File: config.mk
export PLATFORM = sky130hd
export DESIGN_NAME = midi_trigger_scheduler
export DESIGN_NICKNAME = d
export VERILOG_FILES = /design/src/rtl/midi_trigger_scheduler_pkg.sv /design/src/rtl/rr_arbiter.sv /design/src/rtl/midi_trigger_scheduler.sv
export SDC_FILE = /design/constraint.sdc
export NUM_CORES = 1
export LEC_CHECK = 0
export ABC_AREA = 1
export CORE_ASPECT_RATIO = 0.7
export CORE_MARGIN = 2
export CORE_UTILIZATION = 45
export DETAILED_ROUTE_END_ITERATION = 10
export PLACE_DENSITY = 0.67
export SYNTH_ARGS = -nofsm -noshare
export SYNTH_HDL_FRONTEND = slang
export SYNTH_SLANG_ARGS = --single-unit
File: constraint.sdc
create_clock -name SYSCLK -period 5.12 [get_ports SYSCLK]
set_input_delay 1.024 -clock SYSCLK [delete_from_list [all_inputs] [get_ports SYSCLK]]
set_output_delay 1.024 -clock SYSCLK [all_outputs]
set_load 0.03 [all_outputs]
File: src/rtl/midi_trigger_scheduler_pkg.sv
// MIDI trigger scheduler shared definitions.
// Note-On opcode, FSM encodings, data-byte width, grant bundle.
package midi_trigger_scheduler_pkg;

  localparam logic [3:0] MIDI_NOTE_ON = 4'h9;
  localparam int MIDI_DATA_W = 7;

  typedef enum logic [1:0] {
    S_IDLE   = 2'd0,
    S_STATUS = 2'd1,
    S_NOTE   = 2'd2,
    S_VEL    = 2'd3
  } state_t;

  typedef struct packed {
    logic [MIDI_DATA_W-1:0] note;
    logic [MIDI_DATA_W-1:0] vel;
  } msg_t;

  // Velocity 0 would read as Note-Off, so clamp to 1.
  function automatic logic [MIDI_DATA_W-1:0] note_vel(
    input logic [MIDI_DATA_W-1:0] v
  );
    return (v == '0) ? 7'd1 : v;
  endfunction

endpackage

File: src/rtl/rr_arbiter.sv
// Combinational round-robin pick: first request after last.
// Shared with the XBee/LCD TX sharing logic.
module rr_arbiter #(
  parameter int N  = 5,
  parameter int IW = (N > 1) ? $clog2(N) : 1
) (
  input  logic [N-1:0]  req,
  input  logic [IW-1:0] last,
  output logic          gnt_valid,
  output logic [IW-1:0] gnt_idx
);

  logic [IW-1:0] cand;

  // Scan from farthest to nearest so the nearest request wins.
  always_comb begin
    gnt_valid = 1'b0;
    gnt_idx   = '0;
    cand      = '0;
    for (int k = N; k >= 1; k--) begin
      cand = IW'((int'(last) + k) % N);
      if (req[cand]) begin
        gnt_valid = 1'b1;
        gnt_idx   = cand;
      end
    end
  end

endmodule

File: src/rtl/midi_trigger_scheduler.sv
// Shares one MIDI TX byte stream between N_SRC drum triggers.
// Optional running status: define MIDI_RUNNING_STATUS_EN.
module midi_trigger_scheduler
  import midi_trigger_scheduler_pkg::*;
#(
  parameter int N_SRC      = 5,
  parameter int NOTE_BASE  = 36,
  parameter int CHANNEL    = 9,
  parameter int RS_REFRESH = 16384
) (
  input  logic               SYSCLK,
  input  logic               NSYSRESET,
  input  logic [N_SRC-1:0]   trig,
  input  logic [7*N_SRC-1:0] vel,
  output logic [7:0]         tx_data,
  output logic               tx_valid,
  input  logic               tx_ready,
  output logic               busy,
  output logic [N_SRC-1:0]   ovf,
  input  logic               ovf_clr
);

  localparam int IW = (N_SRC > 1) ? $clog2(N_SRC) : 1;

  state_t               state, state_d;
  logic [N_SRC-1:0]     trig_q, rise;
  logic [N_SRC-1:0]     pending, grant_oh;
  logic [6:0]           vel_r [N_SRC];
  logic [IW-1:0]        last_grant, gnt_idx;
  logic                 gnt_valid, gnt_fire;
  logic                 accept, rs_skip;
  msg_t                 msg;

  assign rise     = trig & ~trig_q;
  assign gnt_fire = (state == S_IDLE) & gnt_valid;
  assign grant_oh = gnt_fire ? (N_SRC'(1) << gnt_idx)
                             : '0;
  assign accept   = tx_valid & tx_ready;
  assign busy     = (state != S_IDLE) | (|pending);

  rr_arbiter #(.N(N_SRC), .IW(IW)) u_arb (
    .req       (pending),
    .last      (last_grant),
    .gnt_valid (gnt_valid),
    .gnt_idx   (gnt_idx)
  );

  // Previous trigger level for rising-edge detection.
  always_ff @(posedge SYSCLK or negedge NSYSRESET) begin
    if (!NSYSRESET) trig_q <= '0;
    else            trig_q <= trig;
  end

  // Pending flags, sticky overflow and captured velocities.
  always_ff @(posedge SYSCLK or negedge NSYSRESET) begin
    if (!NSYSRESET) begin
      pending <= '0;
      ovf     <= '0;
      for (int i = 0; i < N_SRC; i++) vel_r[i] <= '0;
    end else begin
      pending <= (pending & ~grant_oh) | rise;
      ovf     <= (ovf & {N_SRC{~ovf_clr}})
               | (rise & pending & ~grant_oh);
      for (int i = 0; i < N_SRC; i++) begin
        if (rise[i]) vel_r[i] <= note_vel(vel[7*i +: 7]);
      end
    end
  end

  // Latch the granted note/velocity and rotate priority.
  always_ff @(posedge SYSCLK or negedge NSYSRESET) begin
    if (!NSYSRESET) begin
      last_grant <= IW'(N_SRC - 1);
      msg        <= '0;
    end else if (gnt_fire) begin
      last_grant <= gnt_idx;
      msg.note   <= 7'(NOTE_BASE)
                  + {{(7-IW){1'b0}}, gnt_idx};
      msg.vel    <= vel_r[gnt_idx];
    end
  end

`ifdef MIDI_RUNNING_STATUS_EN
  localparam int CW = $clog2(RS_REFRESH + 1);

  logic [CW-1:0] idle_cnt;
  logic          rs_seen;

  // Idle-time counter and "status already sent" flag.
  always_ff @(posedge SYSCLK or negedge NSYSRESET) begin
    if (!NSYSRESET) begin
      idle_cnt <= '0;
      rs_seen  <= 1'b0;
    end else begin
      if (accept)
        idle_cnt <= '0;
      else if (state == S_IDLE &&
               idle_cnt != CW'(RS_REFRESH))
        idle_cnt <= idle_cnt + CW'(1);
      if (state == S_STATUS && tx_ready)
        rs_seen <= 1'b1;
    end
  end

  assign rs_skip = rs_seen &
                   (idle_cnt < CW'(RS_REFRESH));
`else
  wire unused_rs = (RS_REFRESH != 0);

  assign rs_skip = 1'b0;
`endif

  // FSM state register.
  always_ff @(posedge SYSCLK or negedge NSYSRESET) begin
    if (!NSYSRESET) state <= S_IDLE;
    else            state <= state_d;
  end

  // Next state and byte-stream outputs.
  always_comb begin
    state_d  = state;
    tx_valid = 1'b0;
    tx_data  = 8'h00;
    unique case (state)
      S_IDLE: begin
        if (gnt_valid)
          state_d = rs_skip ? S_NOTE : S_STATUS;
      end
      S_STATUS: begin
        tx_valid = 1'b1;
        tx_data  = {MIDI_NOTE_ON, 4'(CHANNEL)};
        if (tx_ready) state_d = S_NOTE;
      end
      S_NOTE: begin
        tx_valid = 1'b1;
        tx_data  = {1'b0, msg.note};
        if (tx_ready) state_d = S_VEL;
      end
      S_VEL: begin
        tx_valid = 1'b1;
        tx_data  = {1'b0, msg.vel};
        if (tx_ready) state_d = S_IDLE;
      end
    endcase
  end

endmodule

=== Yosys cells after proc, flatten, opt, wreduce, memory -nomap -nowiden ===
Index checks and enable logic that the tools add are counted.

* Register bits after elaboration: 69
* Input port bits: 44
* Word-level logic and storage cells: 96

* Add/subtract/negate cells: 6
* Div/mod/pow operators: 5
* Magnitude comparators: 6
* Equal/unequal tests: 7
* Shift-type cells: 1
* Mux-type cells: 36
* Bitwise operators: 13
* Reductions and logical operators: 10

{| class="wikitable"
|+ Operator list
! operator !! count
|-
| 32-bit by 4-bit remainder unit with 32-bit output (second input constant) || 5
|-
| 7-bit 2-to-1 mux || 7
|-
| 7-bit logical NOT || 5
|-
| 5-bit AND || 5
|-
| 8-bit case mux with 3 select lines || 1
|-
| 7-bit binary-select mux with 3-bit select || 1
|-
| 3-bit by 4-bit < comparator with 1-bit output (second input constant) || 5
|-
| 1-bit binary-select mux with 3-bit select || 5
|-
| 3-bit 2-to-1 mux || 5
|-
| 1-bit 2-to-1 mux || 11
|-
| 5-bit NOT || 2
|-
| 5-bit bitwise OR || 2
|-
| 3-bit by 2-bit adder with 4-bit output (second input constant) || 2
|-
| 3-bit by 3-bit adder with 4-bit output (second input constant) || 2
|-
| 2-bit 2-to-1 mux || 4
|-
| 2-bit != test (second input constant) || 4
|-
| 2-bit case mux with 4 select lines || 1
|-
| 6-bit by 3-bit adder with 7-bit output (first input constant) || 1
|-
| 5-bit 2-to-1 mux || 1
|-
| 5-bit OR reduction || 1
|-
| 1-bit by 3-bit << shifter with 5-bit output (first input constant) || 1
|-
| 3-bit by 1-bit adder with 4-bit output (second input constant) || 1
|-
| 2-bit == test (second input constant) || 2
|-
| 4-bit >= comparator (second input constant) || 1
|-
| other kinds (9) || 9
|}

=== Logic depth before layout (Yosys ltp) ===
* Word-level depth: 14
* Depth in mapped cells: 35

=== By module ===
A second synthesis with hierarchy kept.

* Cells, all modules: 688
* Area, all modules: 4838.4 um2

{| class="wikitable"
|+ Modules (own cells, without submodules)
! module !! times used !! cells each !! area each (um2) !! sequential area each (um2)
|-
| midi_trigger_scheduler || 1 || 418 || 3193.1 || 1627.8
|-
| rr_arbiter || 1 || 270 || 1645.3 || 0.0
|}

=== Worst setup path before layout ===
Ideal clock, no wire load.

* Path type: reg2reg
* Start point: register last_grant[0]
* End point: register msg[0] (netlist name)
* Setup time: 116 ps
* Arrival: 3909 ps
* Data required time: 5004 ps
* Path slack: 1095 ps
* Cell stages (with the launch flop): 33
* Cells stage by stage: dfrtp_1 -> buf_2 -> buf_2 -> inv_1 -> ha_1 -> clkbuf_2 -> inv_1 -> ha_1 -> nor2_1 -> nand3_4 -> nand2_2 -> xor2_1 -> ha_1 -> inv_1 -> nand2_1 -> nand3_2 -> nand2_1 -> nand3_1 -> nand3_1 -> nand2_2 -> nand2_1 -> nand2_1 -> nand2_1 -> nand3_2 -> nand2_4 -> nand2_8 -> buf_12 -> nand2_2 -> nand2_1 -> nand2_1 -> nand2_1 -> nand2_1 -> nand2_1

* Cells in the longest elaborated chain, start to end: 13

{| class="wikitable"
|+ Ends and longest elaborated chain
! element !! line !! text
|-
| from (decl) || midi_trigger_scheduler.sv:29 || <nowiki>logic [IW-1:0] last_grant, gnt_idx;</nowiki>
|-
| from (signal assigned) || midi_trigger_scheduler.sv:73 || <nowiki>last_grant <= IW'(N_SRC - 1);</nowiki>
|-
| from (signal assigned) || midi_trigger_scheduler.sv:76 || <nowiki>last_grant <= gnt_idx;</nowiki>
|-
| 3-bit by 3-bit adder with 4-bit output || rr_arbiter.sv:21 || <nowiki>cand = IW'((int'(last) + k) % N);</nowiki>
|-
| 32-bit by 4-bit remainder unit with 32-bit output || rr_arbiter.sv:21 ||
|-
| 1-bit binary-select mux with 3-bit select || rr_arbiter.sv:22 || <nowiki>if (req[cand]) begin</nowiki>
|-
| 1-bit 2-to-1 mux (implied by the code) || rr_arbiter.sv:22 ||
|-
| 3-bit 2-to-1 mux (5 in series) || rr_arbiter.sv:22 ||
|-
| 3-bit NOT with 4-bit output (implied by the code) || midi_trigger_scheduler.sv:79 || <nowiki>msg.vel <= vel_r[gnt_idx];</nowiki>
|-
| 7-bit binary-select mux with 3-bit select || midi_trigger_scheduler.sv:79 ||
|-
| 7-bit 2-to-1 mux (implied by the code) (2 in series) || midi_trigger_scheduler.sv:79 ||
|-
| to (decl) || midi_trigger_scheduler.sv:32 || <nowiki>msg_t msg;</nowiki>
|}

Parallel ways exist; a longest one is shown, timed or not. The select of a mux whose other input is x is not followed.
A chain may end at the register's enable or synchronous reset.

=== Worst setup path after layout ===
* Start point: register last_grant[1]
* End point: register msg[4] (netlist name)

Same word-level chain as after synthesis.

==> impl_metrics.prom <==
# TYPE chip_impl_metric gauge
chip_impl_metric{name="syn_to_final_growth",unit="%"} 20.05
chip_impl_info{name="rsz_0062_raised_after_global_routing",value="false"} 1
chip_impl_metric{name="critPathMaxFanout",unit=""} 11
chip_impl_metric{name="worst_slew_margin_rel",unit="%"} 34.71
chip_impl_metric{name="final_period_minus_worst_setup_slack",unit="ps"} 4524
chip_impl_metric{name="placeable_area",unit="sq um"} 10360
chip_impl_metric{name="maxClockFrequency",unit="GHz"} 0.2210
chip_impl_metric{name="cts_made_buffers",unit=""} 9
chip_impl_metric{name="grt_use_total",unit="%"} 21.78
chip_impl_metric{name="synth_xor_xnor_area_share",unit="%"} 1.490
chip_impl_metric{name="tightestPinTransition",unit="ps"} 979.3
chip_impl_metric{name="finalNetCount",unit=""} 808
chip_impl_metric{name="synth-seq-area-share",unit="%"} 34.00
chip_impl_metric{name="synth_cell_types",unit=""} 43
chip_impl_info{name="worst_setup_path_start_kind",value="register"} 1
chip_impl_info{name="end_kind",value="register"} 1
chip_impl_metric{name="port-buffer-count",unit=""} 58
chip_impl_metric{name="synthesis_warnings",unit=""} 0
chip_impl_metric{name="drt_drc_violations_left",unit=""} 0
chip_impl_metric{name="portion_of_netlist_area_occupied_by_mux_cells",unit="%"} 0
chip_impl_metric{name="grt_max_degree",unit=""} 41
chip_impl_info{name="dominant_combinational_cell_family_by_area_after_synthesis",value="simple AND/OR/NAND/NOR gates"} 1
chip_impl_metric{name="dr_total_vias",unit=""} 4353
chip_impl_metric{name="first_pass_grt_wire_length",unit="um"} 20090
chip_impl_metric{name="postCtsSetupRepairBufs",unit=""} 0
chip_impl_metric{name="chipWidth",unit="um"} 127.3
chip_impl_info{name="cts-root-buf",value="sky130_fd_sc_hd__clkbuf_16"} 1
chip_impl_metric{name="synth_compound_area_share",unit="%"} 7.893
chip_impl_metric{name="postSynthCellCount",unit=""} 673
chip_impl_metric{name="avgSynthCellArea",unit="sq um"} 7.113
chip_impl_metric{name="remaining_number_of_nets_flagged_by_the_antenna_check_after_routing",unit=""} 0
chip_impl_metric{name="timing.final.hold_violations",unit=""} 0
chip_impl_metric{name="synth_enable_flop_cells",unit=""} 0
chip_impl_info{name="status",value="finished, final reports clean"} 1
chip_impl_metric{name="drt_first_iter_violations",unit=""} 428
chip_impl_metric{name="row_count",unit=""} 31
chip_impl_metric{name="post_synth_net_total",unit=""} 749
chip_impl_metric{name="dpl.hpwl",unit="um"} 9265
chip_impl_info{name="synthFlopType",value="sky130_fd_sc_hd__dfrtp_1"} 1
chip_impl_metric{name="drt-vias-per-instance",unit=""} 5.009
chip_impl_metric{name="synth_simple_gate_area_share",unit="%"} 39.39
chip_impl_info{name="hold_path.startpoint",value="msg[12]$_DFFE_PN0P_"} 1
chip_impl_metric{name="maximum_number_of_buffers_from_clock_root_to_sink",unit=""} 2
chip_impl_metric{name="iteration_count_of_the_initial_detailed_routing_pass",unit=""} 6
chip_impl_metric{name="initial_util",unit="%"} 46.22
chip_impl_metric{name="synth-async-reset-ratio",unit="%"} 100.0
chip_impl_metric{name="crit_required",unit="ps"} 5340
chip_impl_metric{name="die-area",unit="sq um"} 11490
chip_impl_metric{name="clk_pin_slew",unit="ps"} 50
chip_impl_metric{name="synth.ff_latch_count",unit=""} 65
chip_impl_metric{name="insertion_delay",unit="ps"} 330
chip_impl_metric{name="grt_pass1_vias",unit=""} 4087
chip_impl_metric{name="mappedNetlistArea",unit="sq um"} 4787
chip_impl_info{name="timing.rr.start",value="last_grant[1]$_DFFE_PN0P_"} 1
chip_impl_metric{name="antenna-diode-count",unit=""} 0
chip_impl_metric{name="post_cts_hold_buffer_count",unit=""} 0
chip_impl_metric{name="grt.overflow.total",unit=""} 0
chip_impl_metric{name="regToRegSetupSlack",unit="ps"} 600
chip_impl_metric{name="antenna_found_initial",unit=""} 0
chip_impl_metric{name="final-max-slew-violation-count",unit=""} 0
chip_impl_metric{name="final.fill_count",unit=""} 1005
chip_impl_metric{name="routed_wire_length_per_instance",unit="um"} 13.76
chip_impl_metric{name="totalWireLength",unit="um"} 11960
chip_impl_metric{name="drv.max_cap_violation_count",unit=""} 0
chip_impl_info{name="crit_start",value="last_grant[1]$_DFFE_PN0P_"} 1
chip_impl_metric{name="cts_sinks",unit=""} 65
chip_impl_metric{name="setup_viol",unit=""} 0
chip_impl_info{name="path_class",value="reg -> reg"} 1
chip_impl_metric{name="synth_adder_area_share",unit="%"} 8.364
chip_impl_metric{name="timing.critical_path.arrival",unit="ps"} 4740
chip_impl_info{name="min_path_type",value="reg -> reg"} 1
chip_impl_metric{name="boundaryPins",unit=""} 59
chip_impl_metric{name="die-height",unit="um"} 90.30
chip_impl_metric{name="timing.clock.skew",unit="ps"} 4.496
chip_impl_metric{name="final_layout_size_suffix_gt1_share",unit="%"} 11.13
chip_impl_metric{name="period_share",unit="%"} 88.36
chip_impl_info{name="mostFrequentLayoutCell",value="sky130_fd_sc_hd__nand2_1"} 1
chip_impl_metric{name="cts_repair_resize_count",unit=""} 0
chip_impl_metric{name="cts.htree.levels",unit=""} 3
chip_impl_info{name="tritoncts",value="done"} 1
chip_impl_metric{name="place_congestion",unit=""} 0.8880
chip_impl_metric{name="tns",unit="ps"} 0
chip_impl_info{name="commonest_non_fill_non_tap_cells_in_the_layout",value="245 x sky130_fd_sc_hd__nand2_1, 78 x sky130_fd_sc_hd__inv_1, 68 x sky130_fd_sc_hd__nand3_1"} 1
==> logic make-up (layout without fill, tap and decap cells) <==
group / Yosys count / after routing
fa+ha+maj: 32 / 32
buf+inv: 102 / 166
simple gates: 402 / 402
flops: 65 / 65
compound gates: 66 / 66
xor+xnor: 6 / 6
==> Yosys cell counts, types with 2 or more instances <==
master,n,area [sq um]
sky130_fd_sc_hd__nand2_1,245,919.6
sky130_fd_sc_hd__clkinv_1,3,11.26
sky130_fd_sc_hd__o21ai_0,30,150.1
sky130_fd_sc_hd__nand2_8,3,60.06
sky130_fd_sc_hd__nand3b_1,2,15.01
sky130_fd_sc_hd__nor2_1,29,108.9
sky130_fd_sc_hd__o21a_1,2,15.01
sky130_fd_sc_hd__inv_1,78,292.8
sky130_fd_sc_hd__a21oi_1,11,55.05
sky130_fd_sc_hd__nor4_1,6,37.54
sky130_fd_sc_hd__xor2_1,4,35.03
sky130_fd_sc_hd__nand4_1,2,12.51
sky130_fd_sc_hd__nand3_1,68,340.3
sky130_fd_sc_hd__nand2_4,6,67.56
sky130_fd_sc_hd__o21ai_2,4,35.03
sky130_fd_sc_hd__clkbuf_1,6,22.52
sky130_fd_sc_hd__nand2_2,23,143.9
sky130_fd_sc_hd__a21oi_4,2,32.53
sky130_fd_sc_hd__ha_1,32,400.4
sky130_fd_sc_hd__inv_2,5,18.77
sky130_fd_sc_hd__nor3_1,2,10.01
sky130_fd_sc_hd__nand3_2,9,90.09
sky130_fd_sc_hd__nor2_2,2,12.51
sky130_fd_sc_hd__dfrtp_1,64,1602
sky130_fd_sc_hd__buf_2,4,20.02
sky130_fd_sc_hd__o21ai_1,14,70.07
==> layout make-up <==
cell class | count | area [sq um] | share of cell area (%)
clock buffer | 12 | 246.5 | 4.289
clock inverter | 4 | 28.78 | 0.5008
inverter | 88 | 337.8 | 5.879
multi-input combinational | 506 | 2735 | 47.59
sequential | 65 | 1628 | 28.33
tap | 132 | 165.2 | 2.874
timing repair buffer | 62 | 605.6 | 10.54
==> sequential cells by signal (all words and copies together) (netlist names) <==
name and cells:
last_grant 3, msg 10, ovf 5, pending 5, state 2, trig_q 5, vel_r 35
==> path summary, 6_finish.rpt <==
| check | cells after the start | end |
|---|---|---|
| setup reg to reg | 26 | msg[4]$_DFFE_PN0P_ |
| hold reg to reg | 2 | msg[12]$_DFFE_PN0P_ |
| max in group asynchronous | 2 | msg[2]$_DFFE_PN0P_ |
| setup / recovery | 26 | msg[4]$_DFFE_PN0P_ |
| hold / removal | 2 | msg[12]$_DFFE_PN0P_ |
| min in group asynchronous | 1 | state[0]$_DFFE_PN0P_ |
==> metal layers <==
| layer | global-route usage [%] | share of wire, % | wire length (um) | vias up |
|---|---|---|---|---|
| met4 | 5.311 | 0.80 | 96 | 0 |
| met2 | 30.08 | 41 | 4871 | 141 |
| li1 | - | - | - | 2241 |
| met1 | 34.05 | 52 | 6201 | 1961 |
| met5 | 0 | 0 | 0 | - |
| met3 | 4.976 | 6.6 | 789 | 10 |
==> per-stage QoR <==
step / hold slack [ps] / setup WS [ps] / std cells / cell area, sq um / utilization, %
after floorplan: 418.6 / 1095 / 673 / 4787 / -
after global placement: 438.8 / 775.1 / 853 / 5472 / 52.83
after detailed placement: 453.0 / 706.1 / 853 / 5472 / 52.83
after CTS: 467.4 / 690.2 / 869 / 5747 / 55.49
after global routing: 501.1 / 180.9 / 869 / 5747 / 55.49
final: 463.7 / 596.1 / 869 / 5747 / 55.49
==> worst max-delay path, stage by stage (launching register included) <==
cell	delay [ps]
sky130_fd_sc_hd__dfrtp_1	340
sky130_fd_sc_hd__inv_1	130
sky130_fd_sc_hd__ha_1	600
sky130_fd_sc_hd__inv_1	220
sky130_fd_sc_hd__ha_1	250
sky130_fd_sc_hd__nor2_1	220
sky130_fd_sc_hd__nand3_4	120
sky130_fd_sc_hd__nand2_2	100
sky130_fd_sc_hd__xor2_1	280
sky130_fd_sc_hd__ha_1	250
sky130_fd_sc_hd__a21oi_1	60
sky130_fd_sc_hd__nor2_2	130
sky130_fd_sc_hd__nand3_1	90
sky130_fd_sc_hd__nand2_1	140
sky130_fd_sc_hd__inv_1	70
sky130_fd_sc_hd__nand3_1	90
sky130_fd_sc_hd__nand2_2	80
sky130_fd_sc_hd__a21oi_4	170
sky130_fd_sc_hd__nand3_1	90
sky130_fd_sc_hd__nand3_1	70
sky130_fd_sc_hd__nand2_1	70
sky130_fd_sc_hd__nand2_1	340
sky130_fd_sc_hd__inv_2	160
sky130_fd_sc_hd__nand2_1	110
sky130_fd_sc_hd__nand2_1	70
sky130_fd_sc_hd__nand2_1	100
sky130_fd_sc_hd__nand2_1	50
Power is left out: the tool's default activity adds up to more than one toggle a clock period on the data nets, which glitch-free logic cannot reach.
